--- config.mk ---
export PLATFORM = sky130hd
export DESIGN_NAME = sub_serial
export DESIGN_NICKNAME = d
export VERILOG_FILES = /design/src/rtl/sub_serial.sv
export SDC_FILE = /design/constraint.sdc
export NUM_CORES = 1
export LEC_CHECK = 0
export ABC_AREA = 0
export CORE_UTILIZATION = 49
export DETAILED_ROUTE_END_ITERATION = 10
export MAX_ROUTING_LAYER = met4
export PLACE_DENSITY = 0.83
export SETUP_SLACK_MARGIN = 0.5
export SYNTH_ARGS = -nofsm -noshare
export SYNTH_HDL_FRONTEND = slang
export SYNTH_SLANG_ARGS = --single-unit
--- constraint.sdc ---
create_clock -name clk -period 1.8 [get_ports clk]
set_clock_uncertainty 0.1 [all_clocks]
set_input_delay 0.36 -clock clk [delete_from_list [all_inputs] [get_ports clk]]
set_output_delay 0.36 -clock clk [all_outputs]
set_load 0.05 [all_outputs]
--- src/rtl/sub_serial.sv ---
// Bit-serial subtractor: loads a/b on start, emits a-b LSB first over WIDTH clocks.
// Optional signed-overflow output enabled by defining SUB_SERIAL_OVF_EN.
module sub_serial #(
    parameter int unsigned WIDTH = 8
) (
    input  logic             clk,
    input  logic             rst_n,
    input  logic             en,
    input  logic [WIDTH-1:0] a,
    input  logic [WIDTH-1:0] b,
    output logic [WIDTH-1:0] out,
    output logic             busy,
    output logic             done,
`ifdef SUB_SERIAL_OVF_EN
    output logic             ovf,
`endif
    output logic             borrow_out
);

    localparam int unsigned CW = $clog2(WIDTH);
    localparam logic [CW-1:0] LAST = CW'(WIDTH - 1);

    typedef enum logic [1:0] {
        IDLE = 2'd0,
        SUB  = 2'd1,
        DONE = 2'd2
    } state_t;

    state_t r_state;
    state_t w_next;

    logic [WIDTH-1:0] r_a;
    logic [WIDTH-1:0] r_b;
    logic [WIDTH-1:0] r_out;
    logic             r_borrow;
    logic [CW-1:0]    r_count;

    logic w_start;
    logic w_step;
    logic w_diff;
    logic w_borrow_nx;

    always_ff @(posedge clk or negedge rst_n) begin
        if (!rst_n) begin
            r_state <= IDLE;
        end else begin
            r_state <= w_next;
        end
    end

    // Unused encoding 3 falls through to default and recovers to IDLE.
    always_comb begin
        w_next = IDLE;
        case (r_state)
            IDLE:    w_next = en ? SUB : IDLE;
            SUB:     w_next = (r_count == LAST) ? DONE : SUB;
            DONE:    w_next = en ? DONE : IDLE;
            default: w_next = IDLE;
        endcase
    end

    assign w_start     = (r_state == IDLE) && en;
    assign w_step      = (r_state == SUB);
    assign w_diff      = r_a[0] ^ r_b[0] ^ r_borrow;
    assign w_borrow_nx = (~r_a[0] & r_b[0]) | (~r_a[0] & r_borrow) | (r_b[0] & r_borrow);

    always_ff @(posedge clk or negedge rst_n) begin
        if (!rst_n) begin
            r_a      <= '0;
            r_b      <= '0;
            r_out    <= '0;
            r_borrow <= 1'b0;
            r_count  <= '0;
        end else if (w_start) begin
            r_a      <= a;
            r_b      <= b;
            r_out    <= '0;
            r_borrow <= 1'b0;
            r_count  <= '0;
        end else if (w_step) begin
            r_a      <= r_a >> 1;
            r_b      <= r_b >> 1;
            r_out    <= {w_diff, r_out[WIDTH-1:1]};
            r_borrow <= w_borrow_nx;
            r_count  <= r_count + CW'(1);
        end
    end

    assign out        = r_out;
    assign busy       = (r_state == SUB);
    assign done       = (r_state == DONE);
    assign borrow_out = done & r_borrow;

`ifdef SUB_SERIAL_OVF_EN
    logic r_a_msb;
    logic r_b_msb;

    // Operand MSBs are kept separately since r_a/r_b are shifted away during SUB.
    always_ff @(posedge clk or negedge rst_n) begin
        if (!rst_n) begin
            r_a_msb <= 1'b0;
            r_b_msb <= 1'b0;
        end else if (w_start) begin
            r_a_msb <= a[WIDTH-1];
            r_b_msb <= b[WIDTH-1];
        end
    end

    assign ovf = done && (r_a_msb != r_b_msb) && (r_out[WIDTH-1] != r_a_msb);
`endif

endmodule
==> results of run 1 <==
-- cell usage after synthesis, types with 2 or more instances --
library cell  number  share of area
dfrtp_1           30           0.54
ha_1               2          0.018
clkbuf_1           2         0.0054
a221oi_1           7          0.044
buf_4              5          0.027
o221a_2            7          0.057
a22o_1            11          0.070
or4b_1             6          0.043
nor4b_1            7          0.044
nand2b_1           2         0.0090
buf_2              2         0.0072
inv_1              8          0.022
-- repair_timing --
item	CTS
pin swaps	4
gates cloned	2
setup buffers	17
endpoints found under the setup margin	40
gates resized for setup	36
endpoints found under the hold margin	0
-- stage by stage --
step                utilization  setup TNS (ns)  cells
detailed placement        0.675           -1.69    163
global placement          0.675           -1.49    163
floorplan                     -               0    107
CTS                       0.835               0    189
-- kinds of logic after synthesis --
kind of cell,count (synthesis),synth area share
AO/OA/AOI/OAI,31,0.209
adder cells (fa/ha/maj),3,0.0325
buffers and inverters,19,0.0669
flip-flops,30,0.542
multiplexers,1,0.00723
AND/OR/NAND/NOR,23,0.142
==> run_results.csv, run 1 <==
group,metric,value,unit
run_status,status,"stopped before the end",
run_status,stop_stage,"5_1_grt",
run_status,error_line,"[ERROR DPL-0033] detailed placement checks failed during check placement.",
logic_synthesis,synthCells,107,
die,floorplan.die.width,55.1,um
logic_synthesis,ys_ff_latch,30,
timing,grt_worst_setup_endpoint,"borrow_out",
global_routing,antenna_found_initial,0,
die,rows,18,
logic_synthesis,synth_flop_cell,"dfrtp_1",
logic_synthesis,synthArstFlopShare,1.00,
clock_tree,cts.sinks,30,
logic_synthesis,ys_types,30,
global_routing,grt_start_max_net_pins,31,
clock_tree,clock_path_buffers,2,
place,pre_cts_slack,-0.147,ns
logic_synthesis,synth-edff-count,0,
logic_synthesis,synth_area,1380,um2
timing,endpoint_type,"output port",
place,place.gp.congestion,0.748,
die,die_h,55.1,um
logic_synthesis,synth_area_per_cell,12.9,um2
clock_tree,cts_hold_buf,0,
logic_synthesis,yosysSeqAreaShare,0.542,
clock_tree,ctsHtreeMaxLevel,2,
logic_synthesis,synth_nets,129,
logic_synthesis,ys_warn_count,0,
die,io_pins,30,
clock_tree,cts_buffers,5,
die,initial_core_util,0.539,
clock_tree,cts_root_buf,"clkbuf_4",
place,port_buffers,29,
place,place_area,1730,um2
place,hpwl,1920,um
==> inputs of run 2 (changes only) <==
Settings changed: CORE_AREA set to 2 2 63 65, CORE_UTILIZATION 49 to unset, DIE_AREA set to 0 0 65 67, MAX_ROUTING_LAYER met4 to unset, PLACE_DENSITY 0.83 to unset, PLACE_DENSITY_LB_ADDON set to 0.15, SETUP_SLACK_MARGIN 0.5 to unset.
==> run 2 against run 1 <==
The run now ends clean. Synthesized cell count stayed put. Area after synthesis unchanged.
==> run_results.csv, run 2 <==
group,metric,value,unit
run_status,status,"complete, no violations",
setup_path,critPathLaunchType,"register",
logic_synthesis,synthArstFlopShare,1.00,
logic_synthesis,synth_area_per_cell,12.9,um2
routing,drt_iter0_drc,48,
power_and_ir_drop,finalPower,3.32,mW
power_and_ir_drop,powerDensity,1760,nW/um2
die,initial_core_util,0.384,
clock_tree,insertion_delay,0.28,ns
global_routing,first_global_vias,1036,
flow_run,max-cap-violations,0,
global_routing,antenna_found_initial,0,
timing,tightest_slew,0.432,ns
logic_synthesis,ys_types,30,
finish,layout_common_cells,"dfrtp_1 (29), buf_4 (20), clkdlybuf4s50_1 (18), a22o_1 (11), inv_1 (8)",
global_routing,grt_pass1_wl,4990,um
place,place.gp.congestion,0.753,
timing,finalSetupViolCount,0,
setup_path,crit_path_start,"r_state[0]",
logic_synthesis,synth.area.top_cells,"dfrtp_1 (54%), a22o_1 (7.0%), o221a_2 (5.7%)",
timing,timing.final.crit_share,0.950,
finish,antenna_cells,0,
setup_path,cp_slowest_cell,"dfrtp_2",
finish,final_common_cell,"dfrtp_1",
power_and_ir_drop,power_leakage,0.828,nW
finish,areaGrowthSynthToFinish,36.4,%
die,die_h,67,um
timing,hold_viol_final,0,
logic_synthesis,synth_nets,129,
global_routing,globalRoute.totalOverflow,0,
logic_synthesis,synth-edff-count,0,
clock_tree,clock_path_buffers,2,
clock_tree,cts_root_buf,"clkbuf_8",
global_routing,grt_use_total,0.154,
logic_synthesis,ys_warn_count,0,
clock_tree,path_clk_slew,0.07,ns
timing,drv_slew,0,
setup_path,r2r-start,"r_state[0]",
routing,routed_wl,2800,um
die,dieArea,4360,um2
setup_path,cp_num_buf_inv,1,
setup_path,path_cells,"nor2b_4 -> and2_2 -> buf_12",
setup_path,cp.required,1.34,ns
logic_synthesis,synth_flop_cell,"dfrtp_1",
logic_synthesis,yosysMostFrequentCell,"dfrtp_1",
die,core_area,3610,um2
power_and_ir_drop,ir_drop,0.000571,V
logic_synthesis,synth_top_area_cell,"dfrtp_1",
routing,drt-vias-per-instance,5.29,
routing,firstDrtPassIters,4,
clock_tree,cts_buffers,5,
logic_synthesis,netlist.area_leader.share,0.542,
setup_path,crit_arrival,1.25,ns
timing,rsz0062_at_grt,"false",
routing,wl_per_cell,14.4,um
global_routing,grt_start_max_net_pins,31,
setup_path,path_max_fanout,6,
setup_path,cp-end-kind,"output port",
routing,route.detailed.drc,0,
logic_synthesis,synthCells,107,
setup_path,critPathMaxStageDelay,0.47,ns
logic_synthesis,ys_ff_latch,30,
logic_synthesis,ys_top_cells_by_count,"dfrtp_1 (30), a22o_1 (11), inv_1 (8)",
logic_synthesis,synth_area,1380,um2
place,hpwl,1850,um
routing,antenna_left,0,
clock_tree,cts_hold_buf,0,
finish,final_nets,167,
finish,post-route-util,0.524,
timing,max_slew_margin,0.711,
place,port_buffers,29,
die,io_pins,30,
timing,period_needed,1.71,ns
timing,max_freq,0.585,GHz
min_path,hold_path_class,"in2async",
die,rows,22,
finish,drive_gt1_frac,0.308,
clock_tree,cts.sinks,30,
finish,fillers,323,
setup_path,crit_type,"reg2out",
clock_tree,ctsHtreeMaxLevel,2,
logic_synthesis,yosysSeqAreaShare,0.542,
clock_tree,cts_tree,"built",
routing,vias,1027,
die,floorplan.die.width,65,um
setup_path,critPathTopFamily,"flip-flops",
run 2: logic make-up (layout without fill, tap and decap cells):
logic type,count (synthesis),after routing,share of synthesized area
fa+ha+maj,3,3,0.0325
mux,1,1,0.00723
buf+inv,19,58,0.0669
flops,30,30,0.542
compound gates,31,31,0.209
simple gates,23,23,0.142
run 2: worst paths after layout:
path | to | slack (ns) | cells after the start
setup / recovery | borrow_out | 0.09 | 3
hold / removal | r_b[3] | 0.37 | 2
setup reg to reg | r_b[6] | 0.16 | 4
hold reg to reg | r_a[7] | 0.39 | 2
max in group asynchronous | r_state[0] | 0.93 | 2
min in group clk | r_a[7] | 0.39 | 2
run 2: timing repair:
action                     CTS  global route
gates resized for setup      1             1
setup endpoints to repair    1             4
pin swaps                    0             0
setup buffers                0             3
run 2: per-stage QoR:
stage               setup TNS (ns)  hold slack (ns)  std cells  setup slack, ns  cell area (um2)
global placement             -2.26            0.372        183           -0.154             1760
finish                           0            0.373        194           0.0903             1890
CTS                              0            0.381        191           0.0263             1860
detailed placement           -2.80            0.379        183           -0.202             1760
floorplan                        0          -0.0356        107           0.0256             1390
global route                     0            0.400        194           0.0329             1890
run 2: worst register-to-register path, cell delays in order (launching register included):
cell and delay (ns):
dfrtp_2 0.47, buf_4 0.18, buf_4 0.16, or4b_1 0.49, o221a_2 0.13
run 2: power by group:
group	internal [mW]	switching, mW
combinational	0.726	0.851
clock	0.307	0.252
sequential	0.987	0.194
total	2.02	1.30
run 2: metal layers:
layer	share of wire	GRT usage	vias up
met3	0.058	0.0557	4
met4	0.011	0.0559	0
met2	0.46	0.238	28
met5	0	0	-
met1	0.47	0.198	506
li1	-	-	489
run 2: final cells by class:
class	instances	area, um2	area share
flip-flops and latches	30	752	0.398
multi-input cells	58	557	0.295
repair buffers	41	390	0.207
clock buffers	6	82.6	0.0437
well taps	48	60.1	0.0318
inverters	9	33.8	0.0179
clock inverters	2	12.5	0.00663
No activity file was read; power rests on OpenSTA's default activity.
